$ cat config.mk
export PLATFORM = sky130hd
export DESIGN_NAME = mem_wb_writeback
export DESIGN_NICKNAME = d
export VERILOG_FILES = /design/src/rtl/mem_wb_writeback.sv
export SDC_FILE = /design/constraint.sdc
export NUM_CORES = 1
export LEC_CHECK = 0
export CAP_MARGIN = 40
export CORE_MARGIN = 5
export CORE_UTILIZATION = 39
export DETAILED_ROUTE_END_ITERATION = 8
export PLACE_DENSITY = 0.82
export SLEW_MARGIN = 30
export SYNTH_ARGS = -nofsm -noshare
export SYNTH_HDL_FRONTEND = slang
export SYNTH_SLANG_ARGS = --single-unit
$ cat constraint.sdc
create_clock -name Clk -period 1.9 [get_ports Clk]
set_clock_uncertainty 0.2 [all_clocks]
set_input_delay 0.38 -clock Clk [delete_from_list [all_inputs] [get_ports Clk]]
set_output_delay 0.38 -clock Clk [all_outputs]
set_load 0.1 [all_outputs]
$ cat src/rtl/mem_wb_writeback.sv
// mem_wb_writeback: MEM/WB pipeline register and write-back datapath.
// Latches MEM-stage results, selects and aligns the write-back value,
// suppresses writes to $0, issues exactly one RegWrite pulse per instruction
// across stalls, and exports forwarding copies for the hazard unit.
// Optional build macro WB_COMMIT_COUNT_EN adds a committed-write counter.
module mem_wb_writeback #(
  parameter int DATA_W = 32,
  parameter int REG_AW = 5
) (
  input  logic              Clk,
  input  logic              Reset,
  input  logic              Stall,
  input  logic              Flush,
  input  logic              in_valid,
  input  logic              in_RegWrite,
  input  logic [REG_AW-1:0] in_WriteRegister,
  input  logic [1:0]        in_MemToReg,
  input  logic [2:0]        in_LoadType,
  input  logic [DATA_W-1:0] in_ALUResult,
  input  logic [DATA_W-1:0] in_MemData,
  input  logic [DATA_W-1:0] in_LinkAddr,
  output logic [REG_AW-1:0] WriteRegister,
  output logic [DATA_W-1:0] WriteData,
  output logic              RegWrite,
  output logic              wb_valid,
  output logic              fwd_RegWrite,
  output logic [REG_AW-1:0] fwd_WriteRegister,
  output logic [DATA_W-1:0] fwd_WriteData
`ifdef WB_COMMIT_COUNT_EN
  ,
  output logic [31:0]       commit_count
`endif
);

  typedef enum logic [1:0] {
    SRC_ALU  = 2'b00,
    SRC_MEM  = 2'b01,
    SRC_LINK = 2'b10
  } wbSrc_e;

  typedef enum logic [2:0] {
    LD_WORD   = 3'b000,
    LD_HALF_S = 3'b001,
    LD_HALF_U = 3'b010,
    LD_BYTE_S = 3'b011,
    LD_BYTE_U = 3'b100
  } loadType_e;

  logic [7:0]        loadByte;
  logic [15:0]       loadHalf;
  logic [DATA_W-1:0] loadValue;
  logic [DATA_W-1:0] selData;
  logic              captureWrite;

  // Held instruction qualifies for a register write (valid, enabled, not $0).
  logic              heldWrite;
  // Held instruction has already produced its single RegWrite pulse.
  logic              committed;

  // Big-endian load alignment and write-back source selection.
  // NOTE: every signal written in an always_comb gets a default first, so no path can leave it unassigned and infer a latch.
  always_comb begin
    loadByte  = in_MemData[31:24];
    loadHalf  = in_MemData[31:16];
    loadValue = in_MemData;
    selData   = in_ALUResult;

    case (in_ALUResult[1:0])
      2'd0:    loadByte = in_MemData[31:24];
      2'd1:    loadByte = in_MemData[23:16];
      2'd2:    loadByte = in_MemData[15:8];
      default: loadByte = in_MemData[7:0];
    endcase

    // Offset bit 0 is deliberately ignored: misaligned halfwords are not trapped.
    loadHalf = in_ALUResult[1] ? in_MemData[15:0] : in_MemData[31:16];

    case (in_LoadType)
      LD_HALF_S: loadValue = {{(DATA_W-16){loadHalf[15]}}, loadHalf};
      LD_HALF_U: loadValue = {{(DATA_W-16){1'b0}}, loadHalf};
      LD_BYTE_S: loadValue = {{(DATA_W-8){loadByte[7]}}, loadByte};
      LD_BYTE_U: loadValue = {{(DATA_W-8){1'b0}}, loadByte};
      default:   loadValue = in_MemData;
    endcase

    case (in_MemToReg)
      SRC_MEM:  selData = loadValue;
      SRC_LINK: selData = in_LinkAddr;
      default:  selData = in_ALUResult;
    endcase
  end

  assign captureWrite = in_valid & in_RegWrite & (in_WriteRegister != '0);

  // Pipeline register: Reset > Flush > Stall > capture.
  // NOTE: sequential state uses non-blocking assignments so every register samples pre-edge values regardless of statement order.
  always_ff @(posedge Clk or posedge Reset) begin
    if (Reset) begin
      WriteRegister <= '0;
      WriteData     <= '0;
      RegWrite      <= 1'b0;
      wb_valid      <= 1'b0;
      heldWrite     <= 1'b0;
      committed     <= 1'b0;
`ifdef WB_COMMIT_COUNT_EN
      commit_count  <= '0;
`endif
    end else begin
`ifdef WB_COMMIT_COUNT_EN
      // Counts the write the register file takes on the negedge being left.
      if (RegWrite) commit_count <= commit_count + 32'd1;
`endif
      if (Flush) begin
        WriteRegister <= '0;
        WriteData     <= '0;
        RegWrite      <= 1'b0;
        wb_valid      <= 1'b0;
        heldWrite     <= 1'b0;
        committed     <= 1'b0;
      end else if (Stall) begin
        // Contents held; the write already happened once, so drop RegWrite.
        RegWrite  <= 1'b0;
        committed <= 1'b1;
      end else begin
        WriteRegister <= in_WriteRegister;
        WriteData     <= selData;
        RegWrite      <= captureWrite;
        wb_valid      <= in_valid;
        heldWrite     <= captureWrite;
        committed     <= 1'b0;
      end
    end
  end

  // Forwarding stays live while a stalled instruction still owns its result.
  assign fwd_RegWrite      = RegWrite | (committed & heldWrite);
  assign fwd_WriteRegister = WriteRegister;
  assign fwd_WriteData     = WriteData;

endmodule

Word-level counts from Yosys, hierarchy flattened
Index checks and enable logic that the tools add are counted.
Widths: inputs -> output; s select.
{ "totals": {"regBits": 41, "output_inout_bits": 77, "elab_cells": 37} }
{ "classes": {"eq_ne": 9, "mux": 16, "bitwise_logic": 4, "n_reduce_logical": 2} }
{ "op_table": {"columns": ["operator", "n"], "rows": [
  ["$pmux 32 s4", 1],
  ["$mux 32", 2],
  ["$pmux 32 s2", 1],
  ["$pmux 8 s3", 1],
  ["$mux 16", 1],
  ["$mux 5", 2],
  ["$mux 1", 8],
  ["$eq 3x2->1 const B", 2],
  ["$reduce_bool 5->1", 1],
  ["$eq 2x1->1 const B", 2],
  ["$eq 2x2->1 const B", 2],
  ["$and 1x1->1", 3],
  ["$eq 3x1->1 const B", 1],
  ["$eq 3x3->1 const B", 1],
  ["$logic_not 2->1", 1],
  ["$ne 2x1->1 const B", 1],
  ["$or 1x1->1", 1]
]} }

Depth between registers and ports, before layout
{ "depth": {"ltp_word": 6, "ltp_mapped": 9, "mapped_depth_nobuf": 7} }

Worst setup path after synthesis
Ideal clock, no wire load.
{ "synth_timing": {"path_kind": "flip-flop to output port", "start": "register RegWrite", "end": "output port fwd_RegWrite", "t_arrival_ns": 1.615, "required_time_ns": 1.320, "slack_ns": -0.295, "stages_incl_launch_ff": 2, "n_path_buf": 0, "path_cell_list": "dfrtp_1 -> a21o_1"} }
{ "synth_between": {"elab_chain_len": 1} }
{ "synth_lines": {"columns": ["item", "line_no", "rtl"], "rows": [
  ["start, declared", "24", "output logic RegWrite,"],
  ["start signal, assigned", "127", "RegWrite <= captureWrite;"],
  ["$or 1x1->1", "136", "assign fwd_RegWrite = RegWrite | (committed & heldWrite);"],
  ["end, declared", "26", "output logic fwd_RegWrite,"]
]} }
Every way passes these cells.

Final worst setup path
{ "layout_timing": {"start": "input port in_LoadType[0]", "end": "register WriteData[24]"} }
{ "layout_between": {"elab_chain_len": 5} }
{ "layout_lines": {"columns": ["item", "line_no", "rtl"], "rows": [
  ["start, declared", "18", "input logic [2:0] in_LoadType,"],
  ["$eq 3x3->1 (tied with other cells)", "78", "case (in_LoadType)"],
  ["$pmux 32 s4 (*)", "78", null],
  ["$pmux 32 s2 (*)", "86", "case (in_MemToReg)"],
  ["$mux 32 (*)", "120", "end else if (Stall) begin"],
  ["$mux 32 (*)", "113", "if (Flush) begin"],
  ["end signal, assigned", "126", "WriteData <= selData;"],
  ["end, declared", "23", "output logic [DATA_W-1:0] WriteData,"]
]} }
Mark *: on every way between the ends. The rest lies on a longest branch, timed or not. The select of a mux whose other input is x is not followed.
A chain may end at the register's enable or synchronous reset.

==> results.sh <==
export IMPL_cts_htree_levels=2
export IMPL_grt_pass1_wl_um=21200
export IMPL_drt_iter0_markers=194
export IMPL_hold_buffers=0
export IMPL_critPathMaxFanout=7
export IMPL_critical_path_class="in -> reg"
export IMPL_cp_start_kind="primary input"
export IMPL_grt_ovfl_total=0
export IMPL_required_ns=1.90
export IMPL_track_usage_pct=26.3
export IMPL_synthTopCellsByCount="41 x dfrtp_1, 37 x buf_4, 35 x nor2_1"
export IMPL_relSlewSlack_pct=62.0
export IMPL_final_core_util_pct=78.5
export IMPL_postLayoutSetupSlackWorst_ns=0.0282
export IMPL_max_freq_mhz=534
export IMPL_gp_congestion=0.913
export IMPL_coreArea_sq_um=8180
export IMPL_nNetsFinal=678
export IMPL_port_buffers=188
export IMPL_syn_num_nets=491
export IMPL_start_util_pct=39.8
export IMPL_setup_viol=0
export IMPL_yosysMostFrequentCell="dfrtp_1"
export IMPL_dieArea_sq_um=10300
export IMPL_period_needed_ns=1.87
export IMPL_synth_top_cell_area_share_pct=31.6
export IMPL_synth_edf_count=0
export IMPL_rr_endpoint="WriteData[4]$_DFFE_PP0N_"
export IMPL_netlist_area_sq_um=3250
export IMPL_synth_cells=377
export IMPL_synth_area_leaders="dfrtp_1 32%, buf_4 8.5%, a22oi_1 5.3%"
export IMPL_slew_viol_final=0
export IMPL_hold_violations=0
export IMPL_vias_per_cell=5.74
export IMPL_dp_cells=659
export IMPL_top_level_ports=189
export IMPL_synth_seq_cells=41
export IMPL_ff2ff_path_depth=2
export IMPL_worst_ep_arrival_time_ns=1.88
export IMPL_drcViolationCount=0
export IMPL_synth_area_per_cell_sq_um=8.62
export IMPL_period_share_pct=98.5
export IMPL_clock_sinks=41
export IMPL_maxCapViolCount=0
export IMPL_postRouteAntennaNets=0
export IMPL_wl_um=14300
export IMPL_row_count=33
export IMPL_pre_cts_ws_ns=-0.729
export IMPL_clockBufferDepth=2
export IMPL_final_cells=670
export IMPL_p_leak_nw=2.63
export IMPL_layout_drive_gt1_share_pct=45.5
export IMPL_rrSetupSlack_ns=0.70
export IMPL_ys_warn_count=0
export IMPL_final_setup_tns_ns=0
export IMPL_hp_class="in -> async"
export IMPL_synthToLayoutAreaGrowth_pct=97.5
export IMPL_cts_buffers_inserted=5
export IMPL_vias=3846
export IMPL_outcome="finished, final reports clean"
export IMPL_synth_seq_area_share_pct=31.6
export IMPL_tritoncts="yes"
export IMPL_clock_latency_ns=0.28
export IMPL_antenna_found_initial=0
export IMPL_grt_pass1_vias=4155
export IMPL_hpwl_um=11100
export IMPL_dr_pass1_iters=4
export IMPL_clk_pin_slew_ns=0.09
export IMPL_insertedDiodeCount=0
export IMPL_ys_types=51
export IMPL_synthArstFlopShare_pct=100
export IMPL_die_x_um=101
export IMPL_grt_max_degree=42
export IMPL_r2r_start="WriteData[4]$_DFFE_PP0N_"
export IMPL_synthFlopType="dfrtp_1"
export IMPL_cts_root_buf="clkbuf_8"
export IMPL_avgRoutedWirePerCell_um=21.3
export IMPL_synth_top_area_cell="dfrtp_1"
export IMPL_power_density_nw_per_um2=643
export IMPL_crit_path_end_kind="flip-flop"
export IMPL_die_y_um=101
export IMPL_design_power_total_mw=4.13
export IMPL_ir_drop_mv=0.332
export IMPL_tightestPinTransition_ns=0.567
final cells by class:
cell class	count	area (sq um)
inverters	6	22.5
clock inverters	1	30.0
repair buffers	250	3160
well taps	105	131
multi-input cells	260	1920
flip-flops and latches	41	1070
fillers	541	1750
clock buffers	7	86.3
power breakdown:
part | internal [mW] | leakage (nW) | total (mW) | switching (mW)
Sequential | 0.942 | 0.496 | 1.06 | 0.120
Clock | 0.429 | 0.0585 | 0.750 | 0.321
Combinational | 0.952 | 2.08 | 2.32 | 1.36
cells by family (layout without fill, tap and decap cells):
logic type               Yosys count  count (layout)  share of synthesized area, %
AO/OA/AOI/OAI                    147             147                          33.5
XOR/XNOR                           3               3                          1.27
adder cells (fa/ha/maj)            3               3                          1.08
buffers and inverters             76             264                          14.4
flip-flops                        41              41                          31.6
multiplexers                      16              16                          5.58
AND/OR/NAND/NOR                   91              91                          12.7
through the flow:
stage | cell area, sq um | hold WS [ns]
5_1_grt | 6420 | 0.257
3_3_place_gp | 6150 | 0.268
3_5_place_dp | 6150 | 0.288
2_1_floorplan | 3320 | 0.250
6_report | 6420 | 0.230
4_1_cts | 6380 | 0.242
layer usage:
layer	wire [um]	share of wire [%]	track usage (%)
met5	0	0	0
met4	560	3.9	9.82
met3	1080	7.5	5.85
met2	7430	52	48.0
met1	5230	37	29.8
state kept, by name, indices dropped and copies added (netlist names):
register,cells
RegWrite,1
heldWrite,1
WriteData,32
wb_valid,1
WriteRegister,5
committed,1
layout by cell type, fill, tap and decap left out, types with 3 or more instances in the layout:
cell type / synthesis / layout
nand3_1: 9 / 9
nor2_1: 35 / 34
dfrtp_1: 41 / 5
a221oi_1: 8 / 3
buf_12: 0 / 82
clkbuf_8: 0 / 6
mux2i_1: 8 / 8
nor2b_1: 6 / 3
nand2_1: 29 / 28
o22ai_2: 10 / 12
a32o_1: 6 / 3
dfrtp_2: 0 / 36
o21ai_0: 18 / 12
nor2b_2: 0 / 3
buf_4: 37 / 52
dlygate4sd2_1: 0 / 3
o22ai_1: 23 / 20
buf_2: 7 / 5
o21a_1: 5 / 5
mux2_2: 7 / 7
a21oi_1: 23 / 21
clkdlybuf4s50_1: 0 / 98
a221oi_2: 6 / 11
clkbuf_2: 0 / 4
inv_2: 0 / 3
a32o_2: 0 / 3
a31o_2: 6 / 4
a22oi_1: 23 / 21
o21ai_1: 8 / 14
worst max-delay path, cell delays in order:
cell and delay, ns:
clkdlybuf4s15_2 0.21, buf_6 0.13, nor2b_1 0.14, nor3b_1 0.14
or4_4 0.55, buf_12 0.17, o22ai_2 0.16
worst max-delay path by stage:
| stage | startpoint | end | slack [ns] | cells after the start |
|---|---|---|---|---|
| floorplan | in_ALUResult[0] | WriteData[8]$_DFFE_PP0N_ | -0.18 | 7 |
| global placement | in_LoadType[2] | WriteData[8]$_DFFE_PP0N_ | -0.65 | 6 |
| detailed placement | in_LoadType[2] | WriteData[11]$_DFFE_PP0N_ | -0.73 | 6 |
| CTS | in_MemData[31] | WriteData[13]$_DFFE_PP0N_ | 0.01 | 6 |
| global route | in_MemToReg[0] | WriteData[24]$_DFFE_PP0N_ | -0.05 | 9 |
| finish | in_LoadType[0] | WriteData[24]$_DFFE_PP0N_ | 0.03 | 7 |
timing repair:
item                       4_1_cts  5_1_grt
cloned                           1        0
setup endpoints to repair       33       20
pin swaps                        8        8
gates resized for setup         53       24
setup buffers                    1        1
Power figures use the tool's default switching activity.
